--- config.mk ---
export PLATFORM = sky130hd
export DESIGN_NAME = series_eval_engine
export DESIGN_NICKNAME = d
export VERILOG_FILES = /design/src/rtl/series_pkg.sv /design/src/rtl/series_coef_rom.sv /design/src/rtl/series_eval_engine.sv
export SDC_FILE = /design/constraint.sdc
export NUM_CORES = 1
export LEC_CHECK = 0
export CELL_PAD_IN_SITES_DETAIL_PLACEMENT = 2
export CELL_PAD_IN_SITES_GLOBAL_PLACEMENT = 2
export CORE_ASPECT_RATIO = 1.4
export CORE_MARGIN = 2
export CORE_UTILIZATION = 30
export DETAILED_ROUTE_END_ITERATION = 12
export PLACE_DENSITY = 0.68
export SLEW_MARGIN = 10
export SYNTH_ARGS = -nofsm -noshare
export SYNTH_HDL_FRONTEND = slang
export SYNTH_SLANG_ARGS = --single-unit
--- constraint.sdc ---
create_clock -name i_clk -period 9.3 [get_ports i_clk]
set_input_delay 2.325 -clock i_clk [delete_from_list [all_inputs] [get_ports i_clk]]
set_output_delay 2.325 -clock i_clk [all_outputs]
set_load 0.05 [all_outputs]
--- src/rtl/series_pkg.sv ---
// rtl/series_pkg.sv - shared state encoding, mode constants and coefficient builder for series_eval_engine
package series_pkg;

    typedef enum logic [2:0] {
        S_IDLE,
        S_INIT,
        S_MUL_X1,
        S_MUL_X2,
        S_MUL_C,
        S_CHECK,
        S_ACC,
        S_DONE
    } state_t;

    localparam logic MODE_COS = 1'b0;
    localparam logic MODE_SIN = 1'b1;

    // Round-to-nearest Q-format reciprocal of the term-k divisor; slots outside 1..max_terms-1 read 0.
    function automatic longint coef_word(input int width, input int frac, input logic mode,
                                         input int k, input int max_terms);
        longint d;
        longint c;
        longint lim;
        if (k < 1 || k >= max_terms) return 0;
        if (mode == MODE_COS) d = longint'(2 * k - 1) * longint'(2 * k);
        else                  d = longint'(2 * k) * longint'(2 * k + 1);
        c   = ((longint'(1) <<< frac) + d / 2) / d;
        lim = (longint'(1) <<< (width - 1)) - 1;
        if (c > lim) c = lim;
        return c;
    endfunction

endpackage

--- src/rtl/series_coef_rom.sv ---
// rtl/series_coef_rom.sv - combinational (mode, k) to series coefficient lookup
module series_coef_rom
    import series_pkg::*;
#(
    parameter int WIDTH     = 16,
    parameter int FRAC      = 14,
    parameter int MAX_TERMS = 8,
    parameter int CNT_W     = $clog2(MAX_TERMS + 1)
) (
    input  logic                    i_mode,
    input  logic [CNT_W-1:0]        i_k,
    output logic signed [WIDTH-1:0] o_coef
);

    logic [WIDTH-1:0] w_cos [2**CNT_W];
    logic [WIDTH-1:0] w_sin [2**CNT_W];

    for (genvar g = 0; g < 2**CNT_W; g++) begin : g_tab
        assign w_cos[g] = WIDTH'(coef_word(WIDTH, FRAC, MODE_COS, g, MAX_TERMS));
        assign w_sin[g] = WIDTH'(coef_word(WIDTH, FRAC, MODE_SIN, g, MAX_TERMS));
    end

    assign o_coef = (i_mode == MODE_SIN) ? w_sin[i_k] : w_cos[i_k];

endmodule

--- src/rtl/series_eval_engine.sv ---
// rtl/series_eval_engine.sv - fixed-point Taylor cos/sin evaluator; SERIES_SAT_EN selects saturating arithmetic
module series_eval_engine
    import series_pkg::*;
#(
    parameter int WIDTH     = 16,
    parameter int FRAC      = 14,
    parameter int MAX_TERMS = 8,
    parameter int CNT_W     = $clog2(MAX_TERMS + 1)
) (
    input  logic                    i_clk,
    input  logic                    i_rst,
    input  logic                    i_start,
    input  logic                    i_mode,
    input  logic signed [WIDTH-1:0] i_x_in,
    input  logic [WIDTH-1:0]        i_thr,
    output logic signed [WIDTH-1:0] o_result,
    output logic [CNT_W-1:0]        o_terms_used,
    output logic                    o_busy,
    output logic                    o_ready,
    output logic                    o_done
);

    localparam logic signed [WIDTH-1:0] L_ONE = WIDTH'(1) << FRAC;

    state_t                    r_state, w_next;
    logic signed [WIDTH-1:0]   r_x, r_term, r_result;
    logic [WIDTH-1:0]          r_thr;
    logic                      r_mode;
    logic [CNT_W-1:0]          r_k, r_terms_used;

    logic signed [WIDTH-1:0]   w_coef, w_b, w_mul, w_acc;
    logic signed [2*WIDTH-1:0] w_prod;
    logic signed [WIDTH:0]     w_sum;
    logic [WIDTH:0]            w_abs;
    logic                      w_stop;

    function automatic logic signed [WIDTH-1:0] f_fit(input logic signed [2*WIDTH-1:0] v);
`ifdef SERIES_SAT_EN
        logic signed [2*WIDTH-1:0] hi, lo;
        hi = {{WIDTH{1'b0}}, 1'b0, {(WIDTH-1){1'b1}}};
        lo = {{(WIDTH+1){1'b1}}, {(WIDTH-1){1'b0}}};
        if (v > hi)      return WIDTH'(hi);
        else if (v < lo) return WIDTH'(lo);
        else             return WIDTH'(v);
`else
        return WIDTH'(v);
`endif
    endfunction

    series_coef_rom #(
        .WIDTH(WIDTH), .FRAC(FRAC), .MAX_TERMS(MAX_TERMS), .CNT_W(CNT_W)
    ) u_rom (
        .i_mode(r_mode),
        .i_k   (r_k),
        .o_coef(w_coef)
    );

    // One shared multiplier: x in the two MUL_X stages, the coefficient in MUL_C.
    assign w_b    = (r_state == S_MUL_C) ? w_coef : r_x;
    assign w_prod = (2*WIDTH)'(r_term) * (2*WIDTH)'(w_b);
    assign w_mul  = f_fit(w_prod >>> FRAC);
    assign w_sum  = r_k[0] ? ((WIDTH+1)'(r_result) - (WIDTH+1)'(r_term))
                           : ((WIDTH+1)'(r_result) + (WIDTH+1)'(r_term));
    assign w_acc  = f_fit((2*WIDTH)'(w_sum));
    assign w_abs  = r_term[WIDTH-1] ? -(WIDTH+1)'(r_term) : (WIDTH+1)'(r_term);
    assign w_stop = (r_term == '0) || (w_abs < {1'b0, r_thr});

    always_ff @(posedge i_clk or posedge i_rst) begin
        if (i_rst) r_state <= S_IDLE;
        else       r_state <= w_next;
    end

    always_comb begin
        w_next = S_IDLE;
        case (r_state)
            S_IDLE:   w_next = i_start ? S_INIT : S_IDLE;
            S_INIT:   w_next = S_MUL_X1;
            S_MUL_X1: w_next = S_MUL_X2;
            S_MUL_X2: w_next = S_MUL_C;
            S_MUL_C:  w_next = S_CHECK;
            S_CHECK:  w_next = w_stop ? S_DONE : S_ACC;
            S_ACC:    w_next = (r_k == CNT_W'(MAX_TERMS - 1)) ? S_DONE : S_MUL_X1;
            default:  w_next = S_IDLE;
        endcase
    end

    always_comb begin
        o_busy  = 1'b0;
        o_ready = 1'b0;
        o_done  = 1'b0;
        o_busy  = (r_state != S_IDLE);
        o_ready = (r_state == S_IDLE);
        o_done  = (r_state == S_DONE);
    end

    always_ff @(posedge i_clk or posedge i_rst) begin
        if (i_rst) begin
            r_x          <= '0;
            r_thr        <= '0;
            r_mode       <= MODE_COS;
            r_term       <= '0;
            r_result     <= '0;
            r_terms_used <= '0;
            r_k          <= '0;
        end else begin
            case (r_state)
                S_INIT: begin
                    r_x          <= i_x_in;
                    r_mode       <= i_mode;
                    r_thr        <= i_thr;
                    r_term       <= (i_mode == MODE_SIN) ? i_x_in : L_ONE;
                    r_result     <= (i_mode == MODE_SIN) ? i_x_in : L_ONE;
                    r_terms_used <= CNT_W'(1);
                    r_k          <= CNT_W'(1);
                end
                S_MUL_X1, S_MUL_X2, S_MUL_C: r_term <= w_mul;
                S_ACC: begin
                    r_result     <= w_acc;
                    r_terms_used <= r_terms_used + 1'b1;
                    if (r_k != CNT_W'(MAX_TERMS - 1)) r_k <= r_k + 1'b1;
                end
                default: ;
            endcase
        end
    end

    assign o_result     = r_result;
    assign o_terms_used = r_terms_used;

endmodule
==> metrics, run 1 <==
mux cell area share after synthesis=0.00290; Hold Crit Class=reg -> reg; Critical-path top delay cell=a221o_1; Post-synth top cells=inv_1 (338), fa_1 (248), nand2_1 (239); CTS root buf=clkbuf_16; reg2reg start=r_state[0]; post-cts resize count=0; Seq/Total Area, Yosys=0.134; Compound-Gate Fraction of Synth Area=0.0978; setup violation total in the final timing report=0; ys async rst share=1.00; I/O Buffers=58; antenna cells=0; Top-Level Pins=59; initial core utilization=0.303; Pre-antenna DRT Iters=4; via/cell ratio=between 4 and 5; Final HPWL DP=approximately 40,000 um; Yosys top cell area share=0.349; final WL=slightly below 50,000 um; count leader, synth=inv_1; initial drt markers=309; Synth Flop Type=dfrtp_1; Setup Total Neg Slack=0 ns; Final Hold Viols=0; share of layout cells above drive strength 1=0.0413; WP buf/inv=4; P&R area growth vs syn=11.4%; number of synthesized flops with an enable pin=0; WP data required=9.52 ns; main combinational cell family by area after synthesis=adder cells; kind of critical path=reg -> reg; CP peak stage delay=0.81 ns; worst r2r path cells=28; most used cell, CP=fa_1; crit end category=register; Hold Crit Depth=2; worst clock skew=0.00628 ns; flops & latches, synth=76; GRT Resource Usage Total=0.210; Post-Route Utilization=0.338; RR Endpoint=r_term[12]; simple logic cell fraction of the synthesized area=0.156; post-synthesis adder-cell area fraction=0.455; Setup WS post-layout=0.684 ns; core footprint=46,900 sq um; r2r setup slk=0.68 ns; die height=262 um; clock sinks=76; Mapped Area=14,200 sq um; Routed wire per std cell=21.8 um; remaining global-route overflow=0; TritonCTS Buffers=9; Max Clock Freq=116 MHz; most area-hungry cell type in the Yosys netlist=fa_1; Netlist cell types=60; CTS max path bufs=2; Slew headroom=0.342; Worst setup SP type=register; final worst path period share=0.926; Placement Setup Slack=0.488 ns; clock-pin slew on the worst setup and hold paths=0.06 ns; post-route ant nets=0; post-CTS setup buffers=0; vias=11,198; largest cells by area after synthesis=fa_1 (35%), dfrtp_1 (13%), ha_1 (11%); die width=188 um; pins over their slew limit=0; largest net degree at the start of global routing=53; vias in the first global route=about 13,000; status=finished, final reports clean; worst path arrival time=8.84 ns; die area=about 50,000 sq um; Least-Margin Pin Slew=0.986 ns; final net count=2,047; Mean Syn Cell Area=8.79 sq um; gpl congestion=0.840; XOR/XNOR Fraction of Synth Area=0.0430; clock tree from TritonCTS=done; Hold Path End=r_thr[0]; hold path startpoint=r_thr[0]; # Max-Cap Violations=0; CP delay by family, top=adder cells; crit path max fanout=18; DRC violation count after routing=0; fin crit period=8.62 ns; initial antenna violation count=0; RSZ-0062 raised after global routing=false; FP Rows=94; global-route wire length before repair=roughly 80,000 um; hold_buf cts=0; H-tree level count=3; Syn Inst Count=between 1,500 and 2,000; Clock Latency Late Sink=roughly 0.35 ns; Syn Nets=2,024; Warnings, synthesis=0; crit path from=r_state[0]
-- layout make-up --
class                      count  area [sq um]
sequential                    76          1900
clock buffer                  10           239
inverter                     338          1270
clock inverter                 5          52.6
multi-input combinational   1125         10800
tap                          624           781
timing repair buffer          92           836
fill                        5289         31100
-- state kept, by name (all words and copies together), names as in the netlist --
| signal | count |
|---|---|
| o_result | 16 |
| o_terms_used | 4 |
| r_k | 4 |
| r_mode | 1 |
| r_state | 3 |
| r_term | 16 |
| r_thr | 16 |
| r_x | 16 |
-- worst max-delay path by stage --
stage                       to  slack, ns  cells after the start
global route        r_term[12]       0.09                     28
finish              r_term[12]       0.68                     28
global placement    r_term[12]       0.65                     28
detailed placement  r_term[12]       0.49                     28
floorplan           r_term[12]       1.46                     34
CTS                 r_term[12]       0.46                     28
-- kinds of logic after synthesis --
family | after synthesis
adders and majority gates | 369
buffers and inverters | 418
AOI/OAI and AO/OA | 214
and+or+nand+nor | 469
xor gates and xnor gates | 69
muxes | 4
DFF | 76
-- cell usage in the layout (no fill, tap or decap), types with 43 or more instances in the layout --
| master | n |
|---|---|
| and2_1 | 77 |
| a21oi_1 | 56 |
| xnor2_1 | 51 |
| inv_1 | 337 |
| ha_1 | 121 |
| o21ai_0 | 48 |
| clkdlybuf4s50_1 | 58 |
| dfrtp_1 | 76 |
| nor2_1 | 43 |
| nand2_1 | 239 |
| fa_1 | 248 |
-- worst register-to-register path, delay by kind of cell (launching register included) --
| family | cells | cell delay (ns) |
|---|---|---|
| adders and majority gates | 8 | 3.65 |
| xor gates and xnor gates | 1 | 0.15 |
| DFF | 1 | 0.40 |
| AOI/OAI and AO/OA | 9 | 2.98 |
| muxes | 1 | 0.08 |
| and+or+nand+nor | 5 | 0.99 |
| buffers and inverters | 4 | 0.24 |
-- through the flow --
stage	area [sq um]	hold slack [ns]	cells
6_report	15900	0.495	2270
5_1_grt	15900	0.530	2270
4_1_cts	15900	0.494	2270
3_5_place_dp	15600	0.478	2255
3_3_place_gp	15600	0.461	2255
2_1_floorplan	14200	0.446	1619
-- per-layer routing --
metal | wire [um] | up-vias | GRT usage
li1 | - | 4998 | -
met1 | 18700 | 5934 | 0.230
met2 | 27800 | 178 | 0.417
met3 | 885 | 88 | 0.0138
met4 | 2020 | 0 | 0.0833
met5 | 0 | - | 0
Power of run 1 is not shown: default switching activity piles up to over one toggle a cycle in this logic, so the estimate is an artifact.
==> run 2: changes to the inputs <==
--- a/config.mk
+++ b/config.mk
@@ -11,7 +11,9 @@
 export CORE_MARGIN = 2
 export CORE_UTILIZATION = 30
 export DETAILED_ROUTE_END_ITERATION = 12
-export PLACE_DENSITY = 0.68
+export DONT_BUFFER_PORTS = 1
+export GPL_TIMING_DRIVEN = 0
+export PLACE_DENSITY = 0.66
 export SLEW_MARGIN = 10
 export SYNTH_ARGS = -nofsm -noshare
 export SYNTH_HDL_FRONTEND = slang
==> metrics, run 2 (synthesized netlist as in run 1, its figures left out) <==
GRT met3 Usage=0.0247; final net count=2,044; share of layout cells above drive strength 1=0.0389; Hold Crit Class=reg -> reg; core footprint=around 47,000 sq um; fin crit period=approximately 8.9 ns; Top-Level Pins=59; worst path arrival time=9.09 ns; crit end category=register; Slew headroom=0.343; worst clock skew=0.00661 ns; Setup Total Neg Slack=0 ns; I/O Buffers=0; Routed wire per std cell=22.9 um; global-route wire length before repair=between 80,000 and 90,000 um; TritonCTS Buffers=9; Critical-path top delay cell=fa_1; pins over their slew limit=0; met2 GRT Util=0.441; WP data required=9.52 ns; crit path max fanout=12; FP Rows=94; Clock Latency Late Sink=0.36 ns; CP peak stage delay=0.55 ns; met1 usage=0.234; clock-pin slew on the worst setup and hold paths=0.07 ns; die height=approximately 260 um; Final Hold Viols=0; worst setup path endpoint=r_term[12]; crit path from=r_k[0]; # Max-Cap Violations=0; status=finished, final reports clean; Least-Margin Pin Slew=0.986 ns; vias in the first global route=between 10,000 and 15,000; Pre-antenna DRT Iters=5; worst r2r path cells=33; initial core utilization=0.303; initial drt markers=318; RR Endpoint=r_term[12]; antenna cells=0; via/cell ratio=4.92; initial antenna violation count=0; RSZ-0062 raised after global routing=false; remaining global-route overflow=0; final WL=roughly 52,000 um; die area=a little under 50,000 sq um; H-tree level count=3; DRC violation count after routing=0; kind of critical path=reg -> reg; vias=around 11,000; Max Clock Freq=113 MHz; post-route ant nets=0; CTS max path bufs=2; reg2reg start=r_k[0]; P&R area growth vs syn=9.31%; clock sinks=76; die width=188 um; r2r setup slk=0.43 ns; final worst path period share=0.953; gpl congestion=0.875; most frequent cells in the layout=inv_1 (337), fa_1 (248), nand2_1 (239); commonest non-fill, non-tap cell in the layout=inv_1; clock tree from TritonCTS=done; Worst setup SP type=register; busiest grt layer=met2; GRT Resource Usage Total=0.220; CTS root buf=clkbuf_16; Final HPWL DP=roughly 43,000 um; largest net degree at the start of global routing=between 50 and 60; setup violation total in the final timing report=0
-- run 2: cell types whose count changed in the layout (fill, tap and decap cells not counted), moves of 3 or more --
cell,change
clkbuf_1,+60
clkdlybuf4s50_1,-58
buf_4,-24
clkbuf_2,+6
buf_2,+5
buf_1,+3
clkinv_2,-3
-- run 2: per-stage QoR --
step	instance area (sq um)	worst slack (ns)	utilization	hold WS (ns)	cells
after floorplan	14200	1.46	-	0.446	1619
after global placement	15000	-1.95	0.320	0.460	2243
after detailed placement	15100	-1.15	0.321	0.476	2245
after CTS	15500	0.0528	0.330	0.492	2265
after global routing	15600	0.0115	0.332	0.540	2268
final	15600	0.434	0.332	0.487	2268
-- run 2: layout make-up --
type | instances | area [sq um]
timing repair buffer | 10 | 95.1
inverter | 338 | 1270
multi-input combinational | 1125 | 10800
tap | 624 | 781
buffer | 79 | 337
sequential | 76 | 1900
clock inverter | 6 | 111
fill | 5322 | 31400
clock buffer | 10 | 239
-- run 2: timing repair --
action / 4_1_cts / 5_1_grt
pin swaps: 1 / 1
hold buffers: 0 / 0
hold endpoints to repair: 0 / 0
buffers inserted: 4 / 4
endpoints found under the setup margin: 9 / 6
resized for setup: 17 / 20
-- run 2: metal layers --
metal  share of wire  routed length [um]  up-vias
met5               0                   0        -
met4           0.038                1960        0
met3           0.027                1390       75
met2            0.57               29400      169
met1            0.37               19200     5918
li1                -                   -     5001
-- run 2: worst max-delay path: cells and delay by family, from the launching register on --
kind,cells,cell delay (ns)
AOI/OAI and AO/OA,5,1.34
xor gates and xnor gates,1,0.24
adders and majority gates,8,3.35
buffers and inverters,11,2.08
DFF,1,0.45
muxes,1,0.11
and+or+nand+nor,7,1.10
-- run 2: how the worst min path moves through the flow --
stage / from / endpoint / slack (ns) / depth (start not counted)
after floorplan: r_x[0] / r_x[0] / 0.45 / 2
after detailed placement: r_x[0] / r_x[0] / 0.48 / 2
after global placement: r_thr[0] / r_thr[0] / 0.46 / 2
after CTS: r_x[0] / r_x[0] / 0.49 / 2
final: r_x[9] / r_x[9] / 0.49 / 2
after global routing: r_x[9] / r_x[9] / 0.54 / 2
Power of run 2 is left out for the same reason.
